File: config.mk
export PLATFORM = sky130hd
export DESIGN_NAME = s1_fetch_flat
export DESIGN_NICKNAME = d
export VERILOG_FILES = /design/src/rtl/s1_fetch_if.sv /design/src/rtl/s1_fetch.sv /design/src/flat_wrapper.sv
export SDC_FILE = /design/constraint.sdc
export NUM_CORES = 1
export LEC_CHECK = 0
export BUFFER_PORTS_ARGS = -buffer_cell sky130_fd_sc_hd__buf_2
export CAP_MARGIN = 5
export CORE_MARGIN = 3
export CORE_UTILIZATION = 49
export CTS_CLUSTER_SIZE = 28
export DETAILED_ROUTE_END_ITERATION = 8
export HOLD_SLACK_MARGIN = 0.15
export PLACE_DENSITY = 0.79
export SYNTH_ARGS = -nofsm -noshare
export SYNTH_HDL_FRONTEND = slang
export SYNTH_SLANG_ARGS = --single-unit
File: constraint.sdc
create_clock -name clk -period 3.2 [get_ports clk]
set_input_delay 0.64 -clock clk [delete_from_list [all_inputs] [get_ports clk]]
set_output_delay 0.64 -clock clk [all_outputs]
set_load 0.005 [all_outputs]
File: src/rtl/s1_fetch_if.sv
// Stage-1 fetch bundle: next-PC control, BIOS/IMEM read ports and the stage-2 pipeline register.
// master = fetch stage, slave = surrounding core (control, memories, stage 2).
interface s1_fetch_if;
  logic [1:0]  pc_sel;
  logic [31:0] branch_target;
  logic [31:0] jal_target;
  logic        stall;

  logic [11:0] bios_addr;
  logic [31:0] bios_dout;
  logic [13:0] imem_addr;
  logic [31:0] imem_dout;

  logic [31:0] instruction_s2;
  logic [31:0] pc_s2;
  logic        valid_s2;

  modport master (
    input  pc_sel, branch_target, jal_target, stall, bios_dout, imem_dout,
    output bios_addr, imem_addr, instruction_s2, pc_s2, valid_s2
  );

  modport slave (
    output pc_sel, branch_target, jal_target, stall, bios_dout, imem_dout,
    input  bios_addr, imem_addr, instruction_s2, pc_s2, valid_s2
  );
endinterface

File: src/rtl/s1_fetch.sv
// RV32I stage 1: owns the fetch PC, drives synchronous BIOS/IMEM reads and registers the fetched
// instruction into stage 2, squashing to a NOP bubble on redirect, boot and unmapped fetches.
module s1_fetch #(
  parameter logic [31:0] RESET_PC  = 32'h4000_0000,
  parameter logic [31:0] NOP_INSTR = 32'h0000_0013
) (
  input logic        clk,
  input logic        rst,
  s1_fetch_if.master bus
);

  typedef enum logic [1:0] {
    SrcBios     = 2'd0,
    SrcImem     = 2'd1,
    SrcUnmapped = 2'd2
  } src_e;

  logic [31:0] pc_f_q;
  src_e        src_f_q;
  logic        boot_q;
  logic [31:0] instr_s2_q;
  logic [31:0] pc_s2_q;
  logic        valid_s2_q;

  logic [31:0] next_pc;
  logic [31:0] fetched;
  logic        redirect;

  function automatic src_e decode_region(input logic [31:0] pc);
    case (pc[31:28])
      4'h4:    decode_region = SrcBios;
      4'h1:    decode_region = SrcImem;
      default: decode_region = SrcUnmapped;
    endcase
  endfunction

  assign redirect = (bus.pc_sel != 2'd0);

  // Redirects outrank stall; a stall re-reads pc_f so its data reappears next cycle.
  always_comb begin
    next_pc = pc_f_q + 32'd4;
    if (bus.pc_sel == 2'd3) begin
      next_pc = RESET_PC;
    end else if (bus.pc_sel == 2'd2) begin
      next_pc = bus.jal_target;
    end else if (bus.pc_sel == 2'd1) begin
      next_pc = bus.branch_target;
    end else if (bus.stall) begin
      next_pc = pc_f_q;
    end
  end

  assign bus.bios_addr = next_pc[13:2];
  assign bus.imem_addr = next_pc[15:2];

  always_comb begin
    fetched = NOP_INSTR;
    case (src_f_q)
      SrcBios: fetched = bus.bios_dout;
      SrcImem: fetched = bus.imem_dout;
      default: fetched = NOP_INSTR;
    endcase
  end

  always_ff @(posedge clk or negedge rst) begin
    if (!rst) begin
      pc_f_q     <= RESET_PC - 32'd4;
      src_f_q    <= SrcUnmapped;
      boot_q     <= 1'b1;
      instr_s2_q <= NOP_INSTR;
      pc_s2_q    <= RESET_PC - 32'd4;
      valid_s2_q <= 1'b0;
    end else begin
      pc_f_q  <= next_pc;
      src_f_q <= decode_region(next_pc);
      boot_q  <= 1'b0;
      if (redirect) begin
        // Data on the memory outputs this cycle is wrong-path.
        instr_s2_q <= NOP_INSTR;
        valid_s2_q <= 1'b0;
        pc_s2_q    <= pc_f_q;
      end else if (bus.stall) begin
        instr_s2_q <= instr_s2_q;
        valid_s2_q <= valid_s2_q;
        pc_s2_q    <= pc_s2_q;
      end else if (boot_q || (src_f_q == SrcUnmapped)) begin
        instr_s2_q <= NOP_INSTR;
        valid_s2_q <= 1'b0;
        pc_s2_q    <= pc_f_q;
      end else begin
        instr_s2_q <= fetched;
        valid_s2_q <= 1'b1;
        pc_s2_q    <= pc_f_q;
      end
    end
  end

  assign bus.instruction_s2 = instr_s2_q;
  assign bus.pc_s2          = pc_s2_q;
  assign bus.valid_s2       = valid_s2_q;

endmodule

File: src/flat_wrapper.sv
// flat-port wrapper written by rule: the top's interface ports become plain ports
module s1_fetch_flat 
#(
  parameter logic [31:0] RESET_PC  = 32'h4000_0000,
  parameter logic [31:0] NOP_INSTR = 32'h0000_0013
)
  (clk, rst, bus_pc_sel, bus_branch_target, bus_jal_target, bus_stall, bus_bios_dout, bus_imem_dout, bus_bios_addr, bus_imem_addr, bus_instruction_s2, bus_pc_s2, bus_valid_s2);
  s1_fetch_if bus_i ();
  input logic clk;
  input logic rst;
  input wire logic [$bits(bus_i.pc_sel)-1:0] bus_pc_sel;
  input wire logic [$bits(bus_i.branch_target)-1:0] bus_branch_target;
  input wire logic [$bits(bus_i.jal_target)-1:0] bus_jal_target;
  input wire logic [$bits(bus_i.stall)-1:0] bus_stall;
  input wire logic [$bits(bus_i.bios_dout)-1:0] bus_bios_dout;
  input wire logic [$bits(bus_i.imem_dout)-1:0] bus_imem_dout;
  output wire logic [$bits(bus_i.bios_addr)-1:0] bus_bios_addr;
  output wire logic [$bits(bus_i.imem_addr)-1:0] bus_imem_addr;
  output wire logic [$bits(bus_i.instruction_s2)-1:0] bus_instruction_s2;
  output wire logic [$bits(bus_i.pc_s2)-1:0] bus_pc_s2;
  output wire logic [$bits(bus_i.valid_s2)-1:0] bus_valid_s2;
  assign bus_i.pc_sel = bus_pc_sel;
  assign bus_i.branch_target = bus_branch_target;
  assign bus_i.jal_target = bus_jal_target;
  assign bus_i.stall = bus_stall;
  assign bus_i.bios_dout = bus_bios_dout;
  assign bus_i.imem_dout = bus_imem_dout;
  assign bus_bios_addr = bus_i.bios_addr;
  assign bus_imem_addr = bus_i.imem_addr;
  assign bus_instruction_s2 = bus_i.instruction_s2;
  assign bus_pc_s2 = bus_i.pc_s2;
  assign bus_valid_s2 = bus_i.valid_s2;
  s1_fetch #(.RESET_PC(RESET_PC), .NOP_INSTR(NOP_INSTR)) u_core (.clk(clk), .rst(rst), .bus(bus_i));
endmodule
==> reports/summary.txt, run 1 <==
=========================================================================================
Proportion of register bits with asynchronous set or reset after synthesis .         100%
Clock tree from TritonCTS ..................................................          yes
Critical Path Sink Type ....................................................  output port
Top area cells in the synthesized netlist .................................. dfstp_2 (30%), dfrtp_1 (18%), nand2_1 (11%)
Unrepaired setup endpoints after global routing ............................        false
Core Footprint .............................................................   10,500 um2
Mean cell area of the mapped netlist .......................................     9.12 um2
Via count of the first global-routing pass .................................        4,877
Switching power total ......................................................   0.000793 W
Detailed-route wire length per cell ........................................      16.4 um
Shortest clock period the worst path allows after layout ...................      3.02 ns
Clock Latency Late Sink ....................................................      0.35 ns
Die outline area ...........................................................   12,200 um2
Width of the die ...........................................................       111 um
Portion of the post-synthesis area used by sequential elements .............        48.2%
Vias after detailed routing ................................................        4,876
Met1 wire length ...........................................................      6100 um
Global-route congestion overflow total .....................................            0
CTS max path bufs ..........................................................            2
Wire length of the first global-routing pass ...............................    24,100 um
Number of iterations in the first detailed-routing pass ....................            4
Clock transition at the registers of the reported paths ....................      0.10 ns
YS warnings ................................................................            0
Leak Pwr ...................................................................      3.17 nW
Hold_buf cts ...............................................................            0
Worst slack, placed ........................................................     0.417 ns
Antenna violations before repair ...........................................            0
Count of unique library cells instantiated by Yosys ........................           53
Wire length on met3 ........................................................      1080 um
Highest net fanout along the worst path ....................................           11
Crit path arrival time .....................................................      2.38 ns
Number of design rule violations left after detail routing .................            0
Count of buffers inserted at the top-level ports ...........................          223
Detailed-routed wire length on met2 ........................................      7520 um
Drt total wl ...............................................................    15,000 um
Top-area cell type share of the netlist area ...............................        29.9%
Fraction of final layout cells with drive strength greater than 1 ..........        43.3%
Remaining max-slew budget at the tightest pin ..............................        36.1%
Maximum clock skew at final layout .........................................    0.0144 ns
Flip-flop cell with the highest count after synthesis ......................      dfstp_2
Clock Root Buffer ..........................................................     clkbuf_8
Switching Fraction .........................................................        29.2%
Startpoint type of the worst setup path ....................................    flip-flop
Type of the most critical hold path ........................................  in -> async
Number of diodes added for antenna fixing ..................................            0
Effective utilization at floorplan .........................................        51.2%
Area growth from synthesis to layout .......................................        23.7%
Final Max Slew Viols .......................................................            0
Req. time, crit path .......................................................      2.56 ns
Post-route worst setup slack ...............................................     0.181 ns
Setup TNS after final layout ...............................................         0 ns
Internal power of the cells ................................................    0.00192 W
Post-route standard cell area excluding fillers ............................     6620 um2
Clock buffer count from CTS ................................................            9
Antenna-violating nets left ................................................            0
Number of top-level pins ...................................................          224
CP Class ...................................................................   reg -> out
Final hold violation count .................................................            0
Clk sinks ..................................................................          100
Number of instances resized during post-cts repair .........................            0
Nets .......................................................................          907
Part of the cycle the worst path needs .....................................        94.3%
Pin count of the biggest net entering global routing .......................           56
Synthesized cell area ......................................................     5350 um2
Final Setup Violations .....................................................            0
Half-perimeter wire length after placement .................................    11,300 um
Most frequent cell after synthesis .........................................      nand2_1
Ranking of synthesized cells by instance count ............................. nand2_1 (155), o21ai_0 (64), dfstp_2 (61)
Total global routing track utilization .....................................        24.0%
Peak supply drop ...........................................................     0.281 mV
Number of synthesized register bits ........................................          100
Outcome .................................................................... complete, no violations
Global placement routability congestion ....................................        0.934
FP Rows ....................................................................           37
Standard cell area after detailed placement ................................     6440 um2
Cell count after synthesis .................................................          587
Drt initial violations .....................................................          274
Largest area contributor in the synthesized netlist ........................      dfstp_2
Max_cap viols ..............................................................            0
Areal power density over the cells .........................................   410 nW/um2
Uppermost layer routed .....................................................         met4
Net count after synthesis ..................................................          721
Slew at the pin with the worst max-slew slack ..............................     0.958 ns
Highest clock rate .........................................................    0.331 GHz
Number of vias per cell after detailed routing .............................         5.33
Post-synth EDFFs ...........................................................            0
Post-CTS setup buffer count ................................................            0
Sequential share of power ..................................................        55.3%
H-tree levels ..............................................................            3
Clock network fraction of design power .....................................        27.7%
Die height .................................................................       111 um
Share of power burned in combinational logic ...............................        17.0%
Worst setup slack for register-to-register paths ...........................      0.41 ns
=========================================================================================
==> cell type report <==
cell class / count / area (um2)
fillers: 926 / 3840
well taps: 136 / 170
inverters: 12 / 45.0
repair buffers: 236 / 1240
multi-input cells: 414 / 2410
flip-flops and latches: 100 / 2580
clock buffers: 9 / 124
clock inverters: 7 / 53.8
==> logic make-up after synthesis <==
group           Yosys count  synth area share (%)
simple gates            235                  21.4
compound gates          116                  12.2
flops                   100                  48.2
buf+inv                  73                  6.99
mux                      39                  7.38
xor+xnor                 22                  3.60
fa+ha+maj                 1                 0.234
other cells               1                0.0700
==> cell usage in the layout (no fill, tap or decap), drive strengths merged, types with 2 or more instances in the layout <==
cell	n
a21oi	30
mux2	4
a211oi	2
buf	236
clkbuf	9
xor2	6
mux2i	35
dfrtp	39
nand2	155
o21ai	65
inv	17
or2	2
a22oi	4
nor4b	4
xnor2	16
or3	4
nor2b	7
nor2	21
nand4b	3
and3	2
o221ai	5
and2	2
nand4	8
nand3	5
dfstp	61
o22a	4
nor4	8
nor3	9
or4	2
clkinv	2
==> worst paths after layout <==
path / depth (start not counted) / to / startpoint
setup reg to reg: 7 / u_core.src_f_q[1]$_DFF_PN1_ / u_core.pc_f_q[7]$_DFF_PN1_
hold reg to reg: 2 / u_core.bus.pc_s2[20]$_DFFE_PN1P_ / u_core.bus.pc_s2[20]$_DFFE_PN1P_
min in group clk: 2 / u_core.bus.pc_s2[20]$_DFFE_PN1P_ / u_core.bus.pc_s2[20]$_DFFE_PN1P_
max in group asynchronous: 2 / u_core.pc_f_q[22]$_DFFE_PN1P_ / rst
setup / recovery: 8 / bus_imem_addr[12] / u_core.pc_f_q[7]$_DFF_PN1_
hold / removal: 1 / u_core.bus.pc_s2[0]$_DFFE_PN0P_ / rst
==> power groups by stage <==
stage          Sequential, W  Clock, W  Combinational [W]
2_1_floorplan        0.00150         0           0.000259
3_3_place_gp         0.00152         0           0.000450
3_5_place_dp         0.00152         0           0.000462
4_1_cts              0.00150  0.000770           0.000465
5_1_grt              0.00151  0.000829           0.000518
6_report             0.00150  0.000752           0.000462
==> critical path: stages (launching register included) <==
cell and delay [ns]:
dfstp_2 0.59, nand4_2 0.18, buf_4 0.24, nor3_1 0.28, xnor2_1 0.09, nor2_1 0.14
a21oi_1 0.05, o21ai_0 0.28, buf_2 0.17
==> stage by stage <==
stage	total power [W]	hold slack, ns	instances	utilization [%]
after floorplan	0.00176	0.344	587	-
after global placement	0.00197	0.440	898	61.6
after detailed placement	0.00198	0.443	898	61.6
after CTS	0.00273	0.314	914	63.3
after global routing	0.00286	0.340	914	63.3
final	0.00271	0.318	914	63.3
==> flip-flops by register name (all words and copies together), names as in the netlist <==
signal,flops
u_core.bus.pc_s2,32
u_core.src_f_q,2
u_core.bus.instruction_s2,32
u_core.pc_f_q,32
u_core.bus.valid_s2,1
u_core.boot_q,1
==> routing by layer <==
metal | vias to the layer above | global-route usage, %
li1 | 2343 | -
met1 | 2298 | 29.3
met2 | 213 | 42.2
met3 | 22 | 5.04
met4 | 0 | 7.55
met5 | - | 0
(Power assumes the default switching activity.)
==> run 2, diff against run 1 <==
--- a/config.mk
+++ b/config.mk
@@ -5,8 +5,9 @@
 export SDC_FILE = /design/constraint.sdc
 export NUM_CORES = 1
 export LEC_CHECK = 0
-export BUFFER_PORTS_ARGS = -buffer_cell sky130_fd_sc_hd__buf_2
+export BUFFER_PORTS_ARGS = -buffer_cell sky130_fd_sc_hd__buf_4
 export CAP_MARGIN = 5
+export CORE_ASPECT_RATIO = 0.8
 export CORE_MARGIN = 3
 export CORE_UTILIZATION = 49
 export CTS_CLUSTER_SIZE = 28
==> reports/summary.txt, run 2 (same netlist as run 1, synthesis figures left out) <==
================================================================================
Wire length of the first global-routing pass ......................    23,700 um
Width of the die ..................................................       123 um
Detailed-route wire length per cell ...............................      16.4 um
Worst slack, placed ...............................................     0.361 ns
Critical Path Sink Type ...........................................  output port
Fraction of final layout cells with drive strength greater than 1 .        43.3%
Core Footprint ....................................................   10,400 um2
Clock transition at the registers of the reported paths ...........      0.07 ns
Half-perimeter wire length after placement ........................    11,300 um
Number of diodes added for antenna fixing .........................            0
Drt initial violations ............................................          322
Die outline area ..................................................   12,200 um2
Crit Reg-Reg Endpoint ............................................. u_core.src_f_q[1]$_DFF_PN1_
Most used cells in the layout excluding fill and tap cells ........ buf_4 (232), nand2_1 (155), dfstp_2 (61)
Req. time, crit path ..............................................      2.56 ns
Number of design rule violations left after detail routing ........            0
Startpoint type of the worst setup path ...........................    flip-flop
Switching power total .............................................   0.000807 W
Total global routing track utilization ............................        24.4%
Count of buffers inserted at the top-level ports ..................          223
Final hold violation count ........................................            0
Crit path arrival time ............................................      2.40 ns
Vias after detailed routing .......................................        4,852
Die height ........................................................      99.5 um
Non-Filler Instances ..............................................          916
Peak supply drop ..................................................     0.260 mV
Unrepaired setup endpoints after global routing ...................        false
Remaining max-slew budget at the tightest pin .....................        36.8%
Antenna-violating nets left .......................................            0
Slew at the pin with the worst max-slew slack .....................     0.948 ns
Clock Root Buffer .................................................    clkbuf_16
Leak Pwr ..........................................................      3.36 nW
Antenna violations before repair ..................................            0
Drt total wl ......................................................    15,000 um
Final Setup Violations ............................................            0
Max_cap viols .....................................................            0
Global-route congestion overflow total ............................            0
Area growth from synthesis to layout ..............................        36.1%
Inst Count DP .....................................................          900
Number of fillers in the final layout .............................          840
Worst setup slack for register-to-register paths ..................      0.49 ns
Internal power of the cells .......................................    0.00228 W
Number of top-level pins ..........................................          224
Via count of the first global-routing pass ........................        4,802
Switching Fraction ................................................        26.1%
Sequential share of power .........................................        48.6%
Effective utilization at floorplan ................................        51.3%
H-tree levels .....................................................            3
Highest net fanout along the worst path ...........................            8
Clk sinks .........................................................          100
Setup TNS after final layout ......................................         0 ns
FP Rows ...........................................................           33
CP Class ..........................................................   reg -> out
Clock network fraction of design power ............................        33.9%
Share of power burned in combinational logic ......................        17.5%
Clock Latency Late Sink ...........................................      0.34 ns
Highest clock rate ................................................    0.329 GHz
Outcome ........................................................... complete, no violations
Part of the cycle the worst path needs ............................        94.9%
Startpoint of the lowest-slack register-to-register path .......... u_core.pc_f_q[6]$_DFF_PN1_
Number of vias per cell after detailed routing ....................         5.30
Post-route worst setup slack ......................................     0.163 ns
Nets ..............................................................          905
Commonest non-fill, non-tap cell in the layout ....................        buf_4
Pin count of the biggest net entering global routing ..............           59
Areal power density over the cells ................................   424 nW/um2
Clock tree from TritonCTS .........................................          yes
Maximum clock skew at final layout ................................   0.00463 ns
Post-CTS setup buffer count .......................................            0
Global placement routability congestion ...........................        0.823
CTS max path bufs .................................................            2
Reg2Reg Depth .....................................................            8
Clock buffer count from CTS .......................................            9
Type of the most critical hold path ...............................  in -> async
Final Max Slew Viols ..............................................            0
Number of iterations in the first detailed-routing pass ...........            7
Shortest clock period the worst path allows after layout ..........      3.04 ns
================================================================================
run 2: timing repair:
action,in CTS,in global routing
endpoints found under the setup margin,0,8
hold buffers,0,0
resized for setup,0,6
endpoints found under the hold margin,0,0
run 2: per-stage QoR:
| step | total power (W) | hold slack [ns] | utilization [%] | instance area [um2] |
|---|---|---|---|---|
| after global placement | 0.00204 | 0.441 | 66.9 | 6990 |
| after global routing | 0.00323 | 0.400 | 69.8 | 7290 |
| after detailed placement | 0.00206 | 0.445 | 66.9 | 6990 |
| final | 0.00309 | 0.346 | 69.8 | 7290 |
| after floorplan | 0.00176 | 0.344 | - | 5350 |
| after CTS | 0.00311 | 0.373 | 69.6 | 7270 |
run 2: layout make-up:
type                       count  area, um2  share of cell area, %
sequential                   100       2580                   35.4
multi-input combinational    414       2420                   33.2
inverter                      12       45.0                  0.618
clock inverter                 5       35.0                  0.481
timing repair buffer         234       1780                   24.5
clock buffer                  11        253                   3.47
tap                          140        175                   2.40
run 2: critical path: stages, from the launching register on:
cell	delay, ns
dfstp_2	0.57
nand4_2	0.21
buf_4	0.25
nor3_1	0.19
nand2_1	0.11
xnor2_1	0.16
mux2i_1	0.09
o21ai_0	0.29
buf_4	0.18
run 2: layer usage:
metal  global-route usage [%]  share of wire, %  vias to the layer above
met5                        0                 0                        -
met4                     7.23               1.9                        0
met3                     4.60               6.3                       25
met2                     42.0                51                      164
met1                     31.2                41                     2329
li1                         -                 -                     2334
run 2: worst max path at each step:
stage / depth (start not counted) / endpoint / slack (ns) / start
finish: 8 / bus_imem_addr[13] / 0.16 / u_core.pc_f_q[6]$_DFF_PN1_
global route: 8 / bus_imem_addr[13] / 0.01 / u_core.pc_f_q[6]$_DFF_PN1_
CTS: 7 / bus_imem_addr[8] / 0.09 / u_core.pc_f_q[2]$_DFF_PN1_
detailed placement: 8 / bus_bios_addr[9] / 0.36 / bus_stall
global placement: 7 / bus_bios_addr[8] / 0.43 / bus_stall
floorplan: 8 / bus_bios_addr[1] / 0.43 / bus_stall
run 2: power by group through the flow:
| stage | Combinational [W] | Sequential, W | Clock (W) |
|---|---|---|---|
| detailed placement | 0.000543 | 0.00152 | 0 |
| finish | 0.000540 | 0.00150 | 0.00105 |
| global placement | 0.000530 | 0.00151 | 0 |
| global route | 0.000599 | 0.00151 | 0.00112 |
| CTS | 0.000546 | 0.00150 | 0.00106 |
| floorplan | 0.000259 | 0.00150 | 0 |
==> run 3, diff against run 2 <==
--- a/config.mk
+++ b/config.mk
@@ -14,6 +14,7 @@
 export DETAILED_ROUTE_END_ITERATION = 8
 export HOLD_SLACK_MARGIN = 0.15
 export PLACE_DENSITY = 0.79
+export REMOVE_ABC_BUFFERS = 1
 export SYNTH_ARGS = -nofsm -noshare
 export SYNTH_HDL_FRONTEND = slang
 export SYNTH_SLANG_ARGS = --single-unit
==> reports/summary.txt, run 3 (same netlist as run 1, synthesis figures left out) <==
================================================================================
Outcome ........................................................... complete, no violations
Max_cap viols .....................................................            0
Vias after detailed routing .......................................        4,866
Die outline area ..................................................   12,200 um2
Die height ........................................................      99.5 um
Clock transition at the registers of the reported paths ...........      0.07 ns
Clock buffer count from CTS .......................................            9
Standard cell area after detailed placement .......................     6990 um2
Total global routing track utilization ............................        24.4%
Antenna-violating nets left .......................................            0
Number of fillers in the final layout .............................          840
Number of cells on the critical path ..............................            7
List of cells traversed by the critical path ...................... ha_1 -> nand4b_4 -> or3_1 -> a21oi_1 -> a21oi_1 -> o21ai_0 -> buf_4
Pin count of the biggest net entering global routing ..............           55
Area growth from synthesis to layout ..............................        36.7%
Clock tree from TritonCTS .........................................          yes
Critical Path Sink Type ...........................................  output port
Via count of the first global-routing pass ........................        4,857
Antenna violations before repair ..................................            1
Cell type group with the largest total delay on the critical path .   flip-flops
Worst stage delay on the critical path ............................      0.58 ns
Cell with the largest stage delay on the worst path ...............      dfstp_2
Count of buffers inserted at the top-level ports ..................          223
CP Class ..........................................................   reg -> out
Half-perimeter wire length after placement ........................    11,600 um
Reg2Reg Depth .....................................................            7
Area taken by flip-flops and latches ..............................     2580 um2
H-tree levels .....................................................            3
Number of iterations in the first detailed-routing pass ...........            5
Multi-input gate area .............................................     2410 um2
Type of the most critical hold path ...............................  in -> async
Drt initial violations ............................................          307
Most frequent cell on the critical path ...........................      a21oi_1
Unrepaired setup endpoints after global routing ...................        false
Clk sinks .........................................................          100
Nets ..............................................................          905
Areal power density over the cells ................................   438 nW/um2
Global placement routability congestion ...........................        0.844
Shortest clock period the worst path allows after layout ..........      3.05 ns
Crit path arrival time ............................................      2.41 ns
Core Footprint ....................................................   10,400 um2
Setup TNS after final layout ......................................         0 ns
Hold_buf cts ......................................................            0
Drt total wl ......................................................    15,000 um
Wire length of the first global-routing pass ......................    23,600 um
Number of diodes added for antenna fixing .........................            0
Worst Hold Margin .................................................     0.304 ns
Post-route standard cell area excluding fillers ...................     7320 um2
Number of top-level pins ..........................................          224
Detailed-route wire length per cell ...............................      16.4 um
Peak supply drop ..................................................     0.319 mV
Maximum clock skew at final layout ................................   0.00530 ns
Global-route congestion overflow total ............................            0
Remaining max-slew budget at the tightest pin .....................        40.7%
Final Setup Violations ............................................            0
Req. time, crit path ..............................................      2.56 ns
FP Rows ...........................................................           33
Most used cells in the layout excluding fill and tap cells ........ buf_4 (232), nand2_1 (155), o21ai_0 (63)
Width of the die ..................................................       123 um
Clock Root Buffer .................................................    clkbuf_16
Part of the cycle the worst path needs ............................        95.4%
Number of design rule violations left after detail routing ........            0
Effective utilization at floorplan ................................        51.3%
Highest net fanout along the worst path ...........................            9
Final Max Slew Viols ..............................................            0
Clock Latency Late Sink ...........................................      0.34 ns
Fraction of final layout cells with drive strength greater than 1 .        43.2%
CTS max path bufs .................................................            2
Slew at the pin with the worst max-slew slack .....................     0.889 ns
Number of vias per cell after detailed routing ....................         5.31
Leak Pwr ..........................................................      3.37 nW
Highest clock rate ................................................    0.328 GHz
Commonest non-fill, non-tap cell in the layout ....................        buf_4
Final hold violation count ........................................            0
Startpoint type of the worst setup path ...........................    flip-flop
Number of buffer and inverter stages on the critical path .........            1
Total power of the final layout ...................................    0.00321 W
================================================================================
[run 3: worst paths after layout]
kind                                                   from                                         to  slack [ns]
hold / removal                                          rst  u_core.bus.instruction_s2[25]$_DFFE_PN0P_        0.30
min in group clk           u_core.bus.pc_s2[13]$_DFFE_PN1P_           u_core.bus.pc_s2[13]$_DFFE_PN1P_        0.45
max in group asynchronous                               rst           u_core.bus.pc_s2[16]$_DFFE_PN1P_        2.14
setup reg to reg                 u_core.pc_f_q[6]$_DFF_PN1_                u_core.src_f_q[1]$_DFF_PN1_        0.46
setup / recovery                 u_core.pc_f_q[2]$_DFF_PN1_                           bus_bios_addr[6]        0.15
hold reg to reg            u_core.bus.pc_s2[13]$_DFFE_PN1P_           u_core.bus.pc_s2[13]$_DFFE_PN1P_        0.45
[run 3: area by class of cell]
| cell class | count | share of cell area (%) |
|---|---|---|
| timing repair buffer | 234 | 24.4 |
| tap | 140 | 2.39 |
| sequential | 100 | 35.3 |
| inverter | 12 | 0.616 |
| clock inverter | 7 | 1.35 |
| multi-input combinational | 414 | 33.0 |
| clock buffer | 9 | 3.08 |
[run 3: where the power goes]
group	internal (W)	switching (W)
clock	0.000691	0.000475
combinational	0.000301	0.000243
sequential	0.00141	0.0000902
[run 3: repair_timing]
action                                  CTS  global route
setup buffers                             0             0
endpoints found under the setup margin    0             4
resized for setup                         0             2
[run 3: through the flow]
stage	worst slack [ns]	utilization [%]	instances
detailed placement	0.400	66.9	900
CTS	0.0628	70.0	916
global placement	0.420	66.9	900
floorplan	0.616	-	526
finish	0.149	70.0	916
global route	0.0258	70.0	916
[run 3: worst reg2reg max path, cell delays in order (launching register included)]
cell	delay (ns)
dfstp_2	0.58
nand4_2	0.19
buf_4	0.24
nor4_1	0.61
nand3_1	0.18
xor2_1	0.17
o21ai_0	0.14
or4b_1	0.54
[run 3: metal layers]
layer	share of wire [%]	track usage, %	vias up
li1	-	-	2344
met3	6.3	5.46	15
met4	1.2	5.34	2
met1	41	31.2	2345
met5	0.087	0	-
met2	51	42.5	160
